--- src/rtl/palette_mapper.sv ---
// palette_mapper
//   Maps a (mode, colour index) pair to RGB through a run-time-writable
//   palette, with a fixed 2-clock pipeline and a retriggerable flash effect
//   (channel inversion) used for note-hit feedback.
//
//   Optional build macro: PALETTE_DIM_EN adds a per-pixel 'dim' input that
//   halves each channel (logical right shift by 1) after flash inversion.
//
// Ports:
//   clk, rst                 clock, asynchronous active-high reset
//   wr_en/wr_mode/wr_idx     palette write strobe and entry address
//   wr_rgb                   {R,G,B} write data
//   pix_valid/color_mode/color  lookup request
//   dim (PALETTE_DIM_EN)     halve the requested pixel
//   flash_trig               start or retrigger the flash window
//   red/green/blue           RGB output, held while out_valid is low
//   out_valid                RGB valid, two clocks after pix_valid
//   flash_active             flash counter is nonzero
module palette_mapper #(
  parameter int CHANNEL_W    = 4,
  parameter int MODE_W       = 1,
  parameter int IDX_W        = 3,
  parameter int FLASH_CYCLES = 16,
  parameter int FLASH_CNT_W  = 8
) (
  input  logic                   clk,
  input  logic                   rst,
  input  logic                   wr_en,
  input  logic [MODE_W-1:0]      wr_mode,
  input  logic [IDX_W-1:0]       wr_idx,
  input  logic [3*CHANNEL_W-1:0] wr_rgb,
  input  logic                   pix_valid,
  input  logic [MODE_W-1:0]      color_mode,
  input  logic [IDX_W-1:0]       color,
`ifdef PALETTE_DIM_EN
  input  logic                   dim,
`endif
  input  logic                   flash_trig,
  output logic [CHANNEL_W-1:0]   red,
  output logic [CHANNEL_W-1:0]   green,
  output logic [CHANNEL_W-1:0]   blue,
  output logic                   out_valid,
  output logic                   flash_active
);

  localparam int NUM_MODES = 2**MODE_W;
  localparam int NUM_IDX   = 2**IDX_W;
  localparam int DEPTH     = NUM_MODES * NUM_IDX;
  localparam int ADDR_W    = MODE_W + IDX_W;
  localparam int RGB_W     = 3 * CHANNEL_W;

  // Reset palette contents in 12-bit nibble form {R,G,B}.
  function automatic logic [11:0] default_nib(input int mode, input int idx);
    logic [11:0] n;
    n = 12'h000;
    if (mode == 0) begin
      case (idx)
        0:       n = 12'h000;
        1:       n = 12'hFFF;
        2:       n = 12'h888;
        3:       n = 12'h421;
        default: n = 12'hFFF;
      endcase
    end else if (mode == 1) begin
      case (idx)
        0:       n = 12'h0F0;
        1:       n = 12'hF00;
        2:       n = 12'hFF0;
        3:       n = 12'h00F;
        default: n = 12'hFA0;
      endcase
    end
    return n;
  endfunction

  // Spread a nibble over CHANNEL_W bits MSB-first, repeating the nibble
  // into wider channels and dropping low bits for narrower ones.
  function automatic logic [CHANNEL_W-1:0] scale_nib(input logic [3:0] nib);
    logic [CHANNEL_W-1:0] s;
    for (int b = 0; b < CHANNEL_W; b++) begin
      s[CHANNEL_W-1-b] = nib[3-(b%4)];
    end
    return s;
  endfunction

  function automatic logic [RGB_W-1:0] default_rgb(input int mode, input int idx);
    logic [11:0] n;
    n = default_nib(mode, idx);
    return {scale_nib(n[11:8]), scale_nib(n[7:4]), scale_nib(n[3:0])};
  endfunction

  logic [DEPTH-1:0][RGB_W-1:0] pal_q;
  logic [ADDR_W-1:0]           wr_addr;
  logic [ADDR_W-1:0]           rd_addr;

  assign wr_addr = {wr_mode, wr_idx};
  assign rd_addr = {color_mode, color};

  // Palette register file; reset restores the defaults.
  always_ff @(posedge clk or posedge rst) begin
    if (rst) begin
      for (int i = 0; i < DEPTH; i++) begin
        pal_q[i] <= default_rgb(i / NUM_IDX, i % NUM_IDX);
      end
    end else if (wr_en) begin
      for (int i = 0; i < DEPTH; i++) begin
        if (wr_addr == ADDR_W'(i)) pal_q[i] <= wr_rgb;
      end
    end
  end

  // Stage 1: the read uses pal_q before this edge's write lands, so a
  // same-cycle write/lookup of one entry returns the old value.
  logic             s1_valid_q;
  logic [RGB_W-1:0] s1_rgb_q;
`ifdef PALETTE_DIM_EN
  logic             s1_dim_q;
`endif

  always_ff @(posedge clk or posedge rst) begin
    if (rst) begin
      s1_valid_q <= 1'b0;
      s1_rgb_q   <= '0;
`ifdef PALETTE_DIM_EN
      s1_dim_q   <= 1'b0;
`endif
    end else begin
      s1_valid_q <= pix_valid;
      s1_rgb_q   <= pal_q[rd_addr];
`ifdef PALETTE_DIM_EN
      s1_dim_q   <= dim;
`endif
    end
  end

  // Flash counter: trigger reloads (no accumulation), else count down to 0.
  logic [FLASH_CNT_W-1:0] cnt_q, cnt_d;
  logic                   flash_q;

  always_comb begin
    cnt_d = cnt_q;
    if (flash_trig)        cnt_d = FLASH_CNT_W'(FLASH_CYCLES);
    else if (cnt_q != '0)  cnt_d = cnt_q - 1'b1;
  end

  // flash_q tracks cnt_q != 0 exactly, but as its own flop.
  always_ff @(posedge clk or posedge rst) begin
    if (rst) begin
      cnt_q   <= '0;
      flash_q <= 1'b0;
    end else begin
      cnt_q   <= cnt_d;
      flash_q <= (cnt_d != '0);
    end
  end

  // Stage 2: flash inversion, then optional dim; hold RGB on invalid slots.
  logic [RGB_W-1:0] rgb_q, rgb_d, px;
  logic             out_valid_q;

  always_comb begin
    px = flash_q ? ~s1_rgb_q : s1_rgb_q;
`ifdef PALETTE_DIM_EN
    if (s1_dim_q) begin
      for (int c = 0; c < 3; c++) begin
        px[c*CHANNEL_W +: CHANNEL_W] = px[c*CHANNEL_W +: CHANNEL_W] >> 1;
      end
    end
`endif
    rgb_d = s1_valid_q ? px : rgb_q;
  end

  always_ff @(posedge clk or posedge rst) begin
    if (rst) begin
      rgb_q       <= '0;
      out_valid_q <= 1'b0;
    end else begin
      rgb_q       <= rgb_d;
      out_valid_q <= s1_valid_q;
    end
  end

  assign red          = rgb_q[RGB_W-1 -: CHANNEL_W];
  assign green        = rgb_q[2*CHANNEL_W-1 -: CHANNEL_W];
  assign blue         = rgb_q[CHANNEL_W-1:0];
  assign out_valid    = out_valid_q;
  assign flash_active = flash_q;

endmodule
--- config.mk ---
export PLATFORM = sky130hd
export DESIGN_NAME = palette_mapper
export DESIGN_NICKNAME = d
export VERILOG_FILES = /design/src/rtl/palette_mapper.sv
export SDC_FILE = /design/constraint.sdc
export NUM_CORES = 1
export LEC_CHECK = 0
export ABC_CLOCK_PERIOD_IN_PS = 13400
export BUFFER_PORTS_ARGS = -buffer_cell sky130_fd_sc_hd__buf_2
export CAP_MARGIN = 40
export CORE_UTILIZATION = 28
export DETAILED_ROUTE_END_ITERATION = 16
export HOLD_SLACK_MARGIN = 0.02
export SLEW_MARGIN = 0
export SYNTH_ARGS = -nofsm -noshare
export SYNTH_HDL_FRONTEND = slang
export SYNTH_SLANG_ARGS = --single-unit
--- constraint.sdc ---
create_clock -name clk -period 13.4 [get_ports clk]
set_input_delay 0.67 -clock clk [delete_from_list [all_inputs] [get_ports clk]]
set_output_delay 0.67 -clock clk [all_outputs]
set_load 0.02 [all_outputs]
==> run_results.csv, run 1 <==
group,metric,value,unit
sta,max_freq,458,MHz
sta,worst_pin_slew,0.810,ns
place,dpl_cell_area,0.0109,mm2
power,vdd_ir_drop_max,0.101,mV
drt,detail-route-antenna-nets,0,
logic_synthesis,total_nets_after_synthesis,681,
sta,rsz0062_at_grt,"false",
clock_network,cts_sinks,227,
clock_network,clockBufferDepth,3,
sta,timing.hold.ws,0.202,ns
setup_path,worst_path_largest_cell_delay,0.72,ns
logic_synthesis,yosys_register_bits,227,
finish,layout-drive-gt1-share,63.9,%
setup_path,worstSetupEndpointType,"output pin",
sta,timing.clock.skew,0.0179,ns
setup_path,cp_num_cells,1,
run_status,run_status,"complete, no violations",
logic_synthesis,avgSynthCellArea,15.5,um2
setup_path,timing.setup.critical_path_class,"register to output pin",
grt,largest_net_degree_at_the_start_of_global_routing,82,
finish,layout_commonest_cell,"sky130_fd_sc_hd__mux2_2",
setup_path,cp_top_family,"flip-flops",
logic_synthesis,yosysSeqAreaShare,57.6,%
finish,flow.area_growth_from_synthesis,16.2,%
clock_network,path_clk_slew,0.06,ns
clock_network,clk-insertion-delay-late,0.53,ns
sta,hold_viol_final,0,
grt,grt_pass1_wl,35400,um
die,die_area,0.0369,mm2
place,dpl.hpwl,14200,um
logic_synthesis,yosys_warnings,0,
grt,grt_pass1_vias,5986,
sta,final.min_clock_period,2.18,ns
clock_network,post_cts_setup_bufs,0,
power,power_density,175,mW/mm2
grt,grt_usage,12.5,%
drt,first_pass_iters,4,
place,port_buffers,38,
finish,finish.utilization,33.0,%
place,globalplace.congestion,0.746,
setup_path,arrival,1.51,ns
drt,drt-wirelength-per-cell,19.0,um
setup_path,cp-endpoint,"flash_active",
drt,wire_length_after_detailed_routing,22200,um
setup_path,timing.critical_path.slowest_stage_cell,"sky130_fd_sc_hd__dfrtp_1",
setup_path,worst_r2r_path_depth,3,
worst_hold_path,hold_class,"input pin to async pin",
power,power.leakage,4.67,nW
clock_network,cts_inserted_buffers,26,
sta,timing.final.crit_share,16.3,%
setup_path,regToRegStartpoint,"cnt_q[4]$_DFF_PP0_",
setup_path,startpoint_type,"register",
die,io_pins,39,
clock_network,ctsRootBufferMaster,"sky130_fd_sc_hd__clkbuf_16",
setup_path,crit_path_start,"flash_active$_DFF_PP0_",
sta,final_setup_fails,0,
setup_path,ff2ff_setup_slack,11.55,ns
setup_path,r2r_end,"flash_active$_DFF_PP0_",
finish,n_fill_cell,3476,
finish,most_frequent_cells_in_the_layout,"sky130_fd_sc_hd__mux2_2 (192), sky130_fd_sc_hd__dfrtp_1 (117), sky130_fd_sc_hd__dfstp_2 (110)",
grt,overflow,0,
clock_network,post_cts_resized,0,
die,die_height,192,um
drt,dr_total_vias,5559,
clock_network,holdBufCountCts,0,
drt,remaining_drc_errors,0,
finish,final_design_area_no_fill,0.0117,mm2
die,initial_core_util,28.4,%
finish,count_of_inserted_antenna_diode_cells,0,
logic_synthesis,number_of_standard_cells_after_synthesis,654,
die,die_width,192,um
logic_synthesis,mappedNetlistArea,0.0101,mm2
logic_synthesis,post_synth_num_cell_types,33,
clock_network,tritoncts_clock_tree,"yes",
grt,antenna_found_initial,0,
clock_network,cts_htree_levels,1,
sta,headroom_to_the_max_slew_limit,46.0,%
setup_path,count_of_buffering_cells_on_the_critical_path_with_inverters_included,1,
drt,starting_drt_drc_count,368,
setup_path,worstPathRequired,12.73,ns
die,floorplan.core_area,0.0356,mm2
drt,drt-vias-per-instance,4.74,
finish,fin_nets,718,
setup_path,critical_path_peak_fanout,13,
run,max-cap-violations,0,
setup_path,timing.critical_path.cells,"buf_2",
die,core.rowCount,69,
sta,drv_slew,0,
sta,timing.setup.tns,0,ns
## where the power goes
part | leakage (nW) | internal [W] | total, W | switching (W)
combinational | 1.68 | 0.000213 | 0.000359 | 0.000146
clock | 0.419 | 0.000413 | 0.000697 | 0.000284
sequential | 2.57 | 0.000903 | 0.000994 | 0.0000915
## worst min-delay path by stage
stage,depth (start not counted),endpoint
global route,2,pal_q[145]$_DFFE_PP0P_
floorplan,0,out_valid$_DFF_PP0_
global placement,1,pal_q[32]$_DFFE_PP0P_
detailed placement,1,pal_q[30]$_DFFE_PP0P_
CTS,2,pal_q[145]$_DFFE_PP0P_
finish,2,cnt_q[1]$_DFF_PP0_
## flip-flops by register name (all words and copies together), names as in the netlist
| register | cells |
|---|---|
| cnt_q | 8 |
| s1_valid_q | 1 |
| pal_q | 192 |
| flash_active | 1 |
| out_valid | 1 |
| s1_rgb_q | 12 |
| rgb_q | 12 |
## cells in the mapped netlist
| master | count | area share, % |
|---|---|---|
| sky130_fd_sc_hd__or2_2 | 1 | 0.062 |
| sky130_fd_sc_hd__or4_4 | 1 | 0.11 |
| sky130_fd_sc_hd__or3b_2 | 1 | 0.087 |
| sky130_fd_sc_hd__buf_2 | 18 | 0.89 |
| sky130_fd_sc_hd__clkbuf_1 | 28 | 1.0 |
| sky130_fd_sc_hd__a21oi_1 | 15 | 0.74 |
| sky130_fd_sc_hd__nor4bb_1 | 1 | 0.099 |
| sky130_fd_sc_hd__dfrtp_1 | 117 | 29 |
| sky130_fd_sc_hd__nor4_1 | 1 | 0.062 |
| sky130_fd_sc_hd__mux2_2 | 192 | 21 |
| sky130_fd_sc_hd__a2111o_1 | 1 | 0.11 |
| sky130_fd_sc_hd__xor2_1 | 1 | 0.087 |
| sky130_fd_sc_hd__nand3_1 | 1 | 0.049 |
| sky130_fd_sc_hd__buf_1 | 1 | 0.037 |
| sky130_fd_sc_hd__nor3b_1 | 3 | 0.22 |
| sky130_fd_sc_hd__nand3b_1 | 2 | 0.15 |
| sky130_fd_sc_hd__nand2_1 | 15 | 0.56 |
| sky130_fd_sc_hd__o21ai_0 | 6 | 0.30 |
| sky130_fd_sc_hd__or4_1 | 2 | 0.15 |
| sky130_fd_sc_hd__or3_1 | 4 | 0.25 |
| sky130_fd_sc_hd__nor3_1 | 3 | 0.15 |
| sky130_fd_sc_hd__o311a_1 | 1 | 0.099 |
| sky130_fd_sc_hd__a22oi_1 | 24 | 1.8 |
| sky130_fd_sc_hd__mux4_2 | 48 | 11 |
| sky130_fd_sc_hd__nor2_1 | 24 | 0.89 |
| sky130_fd_sc_hd__and2_1 | 1 | 0.062 |
| sky130_fd_sc_hd__ha_1 | 2 | 0.25 |
| sky130_fd_sc_hd__nand2b_1 | 6 | 0.37 |
| sky130_fd_sc_hd__nor2b_1 | 4 | 0.25 |
| sky130_fd_sc_hd__o2111ai_1 | 1 | 0.087 |
| sky130_fd_sc_hd__xnor2_1 | 14 | 1.2 |
| sky130_fd_sc_hd__inv_1 | 5 | 0.19 |
| sky130_fd_sc_hd__dfstp_2 | 110 | 29 |
## final cells by class
class | count | area, um2 | area share [%]
Clock inverter | 15 | 144 | 1.23
Multi-Input combinational cell | 375 | 4070 | 34.7
Timing Repair Buffer | 56 | 399 | 3.40
Sequential cell | 227 | 5820 | 49.5
Inverter | 5 | 26.3 | 0.224
Tap cell | 461 | 577 | 4.91
Clock buffer | 33 | 707 | 6.02
## per-layer routing
| layer | vias to the layer above | global-route usage [%] | share of wire [%] |
|---|---|---|---|
| met5 | - | 0 | 0 |
| met4 | 0 | 3.24 | 2.0 |
| met3 | 27 | 1.99 | 4.2 |
| met2 | 96 | 20.4 | 47 |
| met1 | 2956 | 17.4 | 46 |
| li1 | 2480 | - | - |
## cells by family (layout without fill, tap and decap cells)
kind of cell	count (synthesis)	in the layout	synth area share, %
AO/OA/AOI/OAI	48	48	3.12
buffers and inverters	52	109	2.15
AND/OR/NAND/NOR	70	70	3.52
flip-flops	227	227	57.6
XOR/XNOR	15	15	1.30
adder cells (fa/ha/maj)	2	2	0.248
multiplexers	240	240	32.1
## stage by stage
| stage | cells | total power [W] | setup WS, ns |
|---|---|---|---|
| 3_5_place_dp | 1124 | 0.00137 | 10.79 |
| 6_report | 1172 | 0.00205 | 11.22 |
| 5_1_grt | 1172 | 0.00216 | 11.11 |
| 3_3_place_gp | 1117 | 0.00135 | 10.61 |
| 2_1_floorplan | 654 | 0.00126 | 6.69 |
| 4_1_cts | 1172 | 0.00208 | 11.15 |
No activity file was read; power rests on OpenSTA's default activity.
==> run 2, diff against run 1 <==
--- a/config.mk
+++ b/config.mk
@@ -5,7 +5,7 @@
 export SDC_FILE = /design/constraint.sdc
 export NUM_CORES = 1
 export LEC_CHECK = 0
-export ABC_CLOCK_PERIOD_IN_PS = 13400
+export ABC_CLOCK_PERIOD_IN_PS = 2000
 export BUFFER_PORTS_ARGS = -buffer_cell sky130_fd_sc_hd__buf_2
 export CAP_MARGIN = 40
 export CORE_UTILIZATION = 28
==> constraint.sdc (replaced) <==
create_clock -name clk -period 2 [get_ports clk]
set_input_delay 0.1 -clock clk [delete_from_list [all_inputs] [get_ports clk]]
set_output_delay 0.1 -clock clk [all_outputs]
set_load 0.02 [all_outputs]
==> run_results.csv, run 2 (same netlist as run 1, synthesis figures left out) <==
group,metric,value,unit
power,power.leakage,4.77,nW
finish,layout_commonest_cell,"sky130_fd_sc_hd__mux2_2",
die,die_area,0.0369,mm2
power,power_density,1140,mW/mm2
finish,final_design_area_no_fill,0.0119,mm2
setup_path,timing.setup.critical_path_class,"register to register",
run_status,run_status,"complete, no violations",
clock_network,clockBufferDepth,3,
setup_path,worstPathRequired,2.37,ns
die,io_pins,39,
sta,drv_slew,0,
place,dpl_worst_slack,0.320,ns
finish,layout-drive-gt1-share,64.1,%
grt,grt_pass1_vias,6079,
sta,timing.clock.skew,0.00669,ns
finish,n_fill_cell,3453,
clock_network,path_clk_slew,0.06,ns
grt,grt_usage,13.0,%
clock_network,clk-insertion-delay-late,0.52,ns
die,die_width,192,um
drt,starting_drt_drc_count,260,
drt,drt-wirelength-per-cell,19.0,um
drt,dr_total_vias,5674,
power,power.share.sequential,48.9,%
die,initial_core_util,28.4,%
finish,largest_register_ff_count,192,
die,die_height,192,um
sta,hold_viol_final,0,
place,globalplace.congestion,0.755,
grt,antenna_found_initial,0,
finish,finish.utilization,33.5,%
clock_network,holdBufCountCts,3,
worst_hold_path,hold_class,"input pin to register",
sta,rsz0062_at_grt,"false",
sta,final_setup_fails,0,
run,max-cap-violations,0,
drt,wire_length_after_detailed_routing,22800,um
place,dpl_cell_area,0.0111,mm2
drt,drt-vias-per-instance,4.74,
drt,detail-route-antenna-nets,0,
setup_path,worstSetupEndpointType,"register",
sta,fin_ws,0.283,ns
setup_path,startpoint_type,"register",
clock_network,tritoncts_clock_tree,"yes",
power,vdd_ir_drop_max,0.564,mV
finish,flow.area_growth_from_synthesis,17.8,%
sta,worst_pin_slew,0.743,ns
sta,final.min_clock_period,1.72,ns
sta,max_freq,582,MHz
finish,count_of_inserted_antenna_diode_cells,0,
sta,headroom_to_the_max_slew_limit,50.5,%
clock_network,post_cts_setup_bufs,0,
power,power.net_switching,0.00337,W
clock_network,ctsRootBufferMaster,"sky130_fd_sc_hd__clkbuf_16",
place,port_buffers,38,
sta,timing.final.crit_share,85.9,%
clock_network,cts_sinks,227,
setup_path,critical_path_peak_fanout,7,
grt,largest_net_degree_at_the_start_of_global_routing,132,
place,dpl.hpwl,14700,um
sta,timing.setup.tns,0,ns
die,core.rowCount,69,
power,power_switching_share,24.8,%
clock_network,cts_inserted_buffers,24,
power,internal_power,0.0102,W
finish,most_frequent_cells_in_the_layout,"sky130_fd_sc_hd__mux2_2 (192), sky130_fd_sc_hd__dfrtp_1 (117), sky130_fd_sc_hd__dfstp_2 (110)",
finish,largest_reg_by_ff_count,"pal_q",
drt,remaining_drc_errors,0,
grt,overflow,0,
finish,fin_nets,744,
clock_network,post_cts_resized,0,
power,share_comb_of_total_power,17.9,%
drt,first_pass_iters,4,
finish,largestRegisters,"pal_q: 192 flops, rgb_q: 12 flops, s1_rgb_q: 12 flops",
power,pwr-share-clk,33.2,%
grt,grt_pass1_wl,36500,um
setup_path,arrival,2.09,ns
clock_network,cts_htree_levels,1,
die,floorplan.core_area,0.0356,mm2
[run 2: power by group through the flow]
stage / Combinational (W) / Clock, W / Sequential [W]
final: 0.00244 / 0.00452 / 0.00664
after global routing: 0.00267 / 0.00484 / 0.00679
after floorplan: 0.00190 / 0 / 0.00657
after CTS: 0.00248 / 0.00464 / 0.00665
after global placement: 0.00240 / 0 / 0.00668
after detailed placement: 0.00247 / 0 / 0.00671
[run 2: per-layer routing]
metal | vias up | share of wire [%] | global-route usage [%]
met5 | - | 0 | 0
met2 | 78 | 48 | 21.3
met4 | 0 | 2.2 | 3.54
met3 | 34 | 3.2 | 1.74
met1 | 3039 | 46 | 17.9
li1 | 2523 | - | -
[run 2: path summary, 6_finish.rpt]
| path | startpoint | to | slack, ns | cells past startpoint |
|---|---|---|---|---|
| worst max-delay path | cnt_q[0]$_DFF_PP0_ | flash_active$_DFF_PP0_ | 0.28 | 5 |
| worst min-delay path | wr_rgb[5] | pal_q[125]$_DFFE_PP1P_ | 0.05 | 2 |
| worst max register to register | cnt_q[0]$_DFF_PP0_ | flash_active$_DFF_PP0_ | 0.28 | 5 |
| worst min register to register | pal_q[113]$_DFFE_PP0P_ | pal_q[113]$_DFFE_PP0P_ | 0.50 | 1 |
| max in group asynchronous | rst | pal_q[186]$_DFFE_PP0P_ | 1.09 | 4 |
| min in group asynchronous | rst | pal_q[142]$_DFFE_PP0P_ | 0.26 | 4 |
[run 2: layout make-up]
cell class	instances	area (um2)	share of cell area, %
Clock buffer	41	766	6.43
Timing Repair Buffer	84	608	5.11
Clock inverter	3	46.3	0.389
Inverter	5	22.5	0.189
Sequential cell	227	5820	48.9
Multi-Input combinational cell	375	4070	34.2
Tap cell	461	577	4.84
[run 2: critical path, cell delays in order, from the launching register on]
cell and delay, ns:
sky130_fd_sc_hd__dfrtp_1 0.42, sky130_fd_sc_hd__inv_1 0.10, sky130_fd_sc_hd__ha_1 0.17, sky130_fd_sc_hd__or3b_2 0.52, sky130_fd_sc_hd__nor4_1 0.20, sky130_fd_sc_hd__o2111ai_1 0.16
[run 2: stage by stage]
stage	std cells	hold slack [ns]	power [W]
floorplan	654	0.131	0.00847
global placement	1149	0.216	0.00907
detailed placement	1149	0.212	0.00918
CTS	1196	0.0374	0.0138
global route	1196	0.0532	0.0143
finish	1196	0.0549	0.0136
==> run 3, diff against run 2 <==
--- a/config.mk
+++ b/config.mk
@@ -9,6 +9,7 @@
 export BUFFER_PORTS_ARGS = -buffer_cell sky130_fd_sc_hd__buf_2
 export CAP_MARGIN = 40
 export CORE_UTILIZATION = 28
+export CTS_BUF_LIST = sky130_fd_sc_hd__clkbuf_8
 export DETAILED_ROUTE_END_ITERATION = 16
 export HOLD_SLACK_MARGIN = 0.02
 export SLEW_MARGIN = 0
==> run_results.csv, run 3 (same netlist as run 1, synthesis figures left out) <==
group,metric,value,unit
finish,largestRegisters,"pal_q: 192 flops, rgb_q: 12 flops, s1_rgb_q: 12 flops",
finish,layout-drive-gt1-share,63.8,%
sta,final_setup_fails,0,
setup_path,timing.critical_path.cells,"inv_1 > ha_1 > or3b_2 > nor4_1 > o2111ai_1",
worst_hold_path,whs_endpoint,"pal_q[58]$_DFFE_PP1P_",
setup_path,timing.setup.critical_path_class,"register to register",
power,power.leakage,4.82,nW
finish,largest_reg_by_ff_count,"pal_q",
drt,drt-vias-per-instance,4.70,
worst_hold_path,worst_hold_startpoint,"wr_rgb[10]",
finish,fin_nets,760,
setup_path,worstSetupEndpointType,"register",
run_status,run_status,"complete, no violations",
die,die_area,0.0369,mm2
sta,timing.clock.skew,0.0134,ns
worst_hold_path,holdPathStages,2,
drt,wire_length_after_detailed_routing,23000,um
sta,drv_slew,0,
clock_network,clockBufferDepth,3,
die,core.rowCount,69,
place,port_buffers,38,
sta,worst_pin_slew,0.728,ns
sta,headroom_to_the_max_slew_limit,51.5,%
drt,detail-route-antenna-nets,0,
setup_path,worstPathRequired,2.38,ns
drt,drt-wirelength-per-cell,18.8,um
sta,timing.setup.tns,0,ns
worst_hold_path,hold_class,"input pin to register",
clock_network,tritoncts_clock_tree,"yes",
setup_path,worst_r2r_path_depth,5,
drt,remaining_drc_errors,0,
drt,starting_drt_drc_count,292,
sta,hold_viol_final,0,
grt,overflow,0,
finish,largest_register_ff_count,192,
setup_path,arrival,2.12,ns
setup_path,critical_path_peak_fanout,7,
setup_path,ff2ff_setup_slack,0.26,ns
clock_network,cts_inserted_buffers,39,
setup_path,regToRegStartpoint,"cnt_q[0]$_DFF_PP0_",
finish,most_frequent_cells_in_the_layout,"sky130_fd_sc_hd__mux2_2 (192), sky130_fd_sc_hd__dfrtp_1 (117), sky130_fd_sc_hd__dfstp_2 (110)",
run,max-cap-violations,0,
grt,largest_net_degree_at_the_start_of_global_routing,132,
clock_network,cts_htree_levels,2,
grt,grt_usage,13.2,%
die,die_height,192,um
drt,first_pass_iters,4,
sta,timing.final.crit_share,87.2,%
setup_path,worst_path_largest_cell_delay,0.52,ns
setup_path,timing.critical_path.slowest_stage_cell,"sky130_fd_sc_hd__or3b_2",
die,initial_core_util,28.4,%
power,power,0.0131,W
clock_network,clk-insertion-delay-late,0.53,ns
sta,final.min_clock_period,1.74,ns
sta,rsz0062_at_grt,"false",
finish,flow.area_growth_from_synthesis,17.3,%
drt,dr_total_vias,5763,
clock_network,cts_sinks,227,
clock_network,post_cts_resized,0,
finish,layout_commonest_cell,"sky130_fd_sc_hd__mux2_2",
finish,final_design_area_no_fill,0.0119,mm2
sta,timing.hold.ws,0.0508,ns
clock_network,path_clk_slew,0.06,ns
place,dpl_cell_area,0.0111,mm2
power,vdd_ir_drop_max,0.385,mV
clock_network,ctsRootBufferMaster,"sky130_fd_sc_hd__clkbuf_8",
grt,antenna_found_initial,1,
setup_path,r2r_end,"flash_active$_DFF_PP0_",
place,globalplace.congestion,0.755,
sta,max_freq,573,MHz
place,dpl.hpwl,14700,um
die,floorplan.core_area,0.0356,mm2
power,power_density,1100,mW/mm2
grt,grt_pass1_vias,6211,
die,die_width,192,um
grt,grt_pass1_wl,36800,um
finish,finish.utilization,33.3,%
die,io_pins,39,
setup_path,startpoint_type,"register",
run 3: report_power, final:
| part | internal [W] | total (W) | switching, W |
|---|---|---|---|
| clock | 0.00213 | 0.00399 | 0.00186 |
| sequential | 0.00605 | 0.00664 | 0.000591 |
| combinational | 0.00145 | 0.00244 | 0.000992 |
| total | 0.00963 | 0.0131 | 0.00344 |
run 3: critical path, delay by kind of cell, from the launching register on:
kind,cells,cell delay [ns]
AO/OA/AOI/OAI,1,0.16
adder cells (fa/ha/maj),1,0.17
buffers and inverters,1,0.10
flip-flops,1,0.42
AND/OR/NAND/NOR,2,0.73
run 3: worst max-delay path by stage:
stage,slack (ns),startpoint,to
4_1_cts,0.27,cnt_q[0]$_DFF_PP0_,flash_active$_DFF_PP0_
6_report,0.26,cnt_q[0]$_DFF_PP0_,flash_active$_DFF_PP0_
3_5_place_dp,0.32,cnt_q[0]$_DFF_PP0_,flash_active$_DFF_PP0_
3_3_place_gp,0.32,cnt_q[0]$_DFF_PP0_,flash_active$_DFF_PP0_
2_1_floorplan,-0.98,rst,cnt_q[0]$_DFF_PP0_
5_1_grt,0.10,cnt_q[5]$_DFF_PP0_,flash_active$_DFF_PP0_
run 3: metrics by stage:
| stage | std cells | setup slack (ns) |
|---|---|---|
| global route | 1225 | 0.103 |
| floorplan | 654 | -0.976 |
| finish | 1225 | 0.255 |
| detailed placement | 1149 | 0.320 |
| global placement | 1149 | 0.317 |
| CTS | 1224 | 0.273 |
run 3: repair_timing:
item | in CTS | in global routing
endpoints found under the setup margin | 0 | 0
hold buffers | 4 | 0
hold endpoints to repair | 169 | 0
setup buffers | 0 | 0
run 3: area by class of cell:
class                      count  area (um2)
inverter                       5        22.5
clock inverter                24         104
clock buffer                  47         647
tap                          461         577
timing repair buffer          85         618
sequential                   227        5820
fill                        3496       23700
antenna                        1        2.50
multi-input combinational    375        4070
run 3: metal layers:
layer	wire [um]	GRT usage [%]	vias up
li1	-	-	2572
met1	10700	17.9	3048
met2	11100	21.2	104
met3	804	2.25	39
met4	427	4.42	0
met5	0	0	-
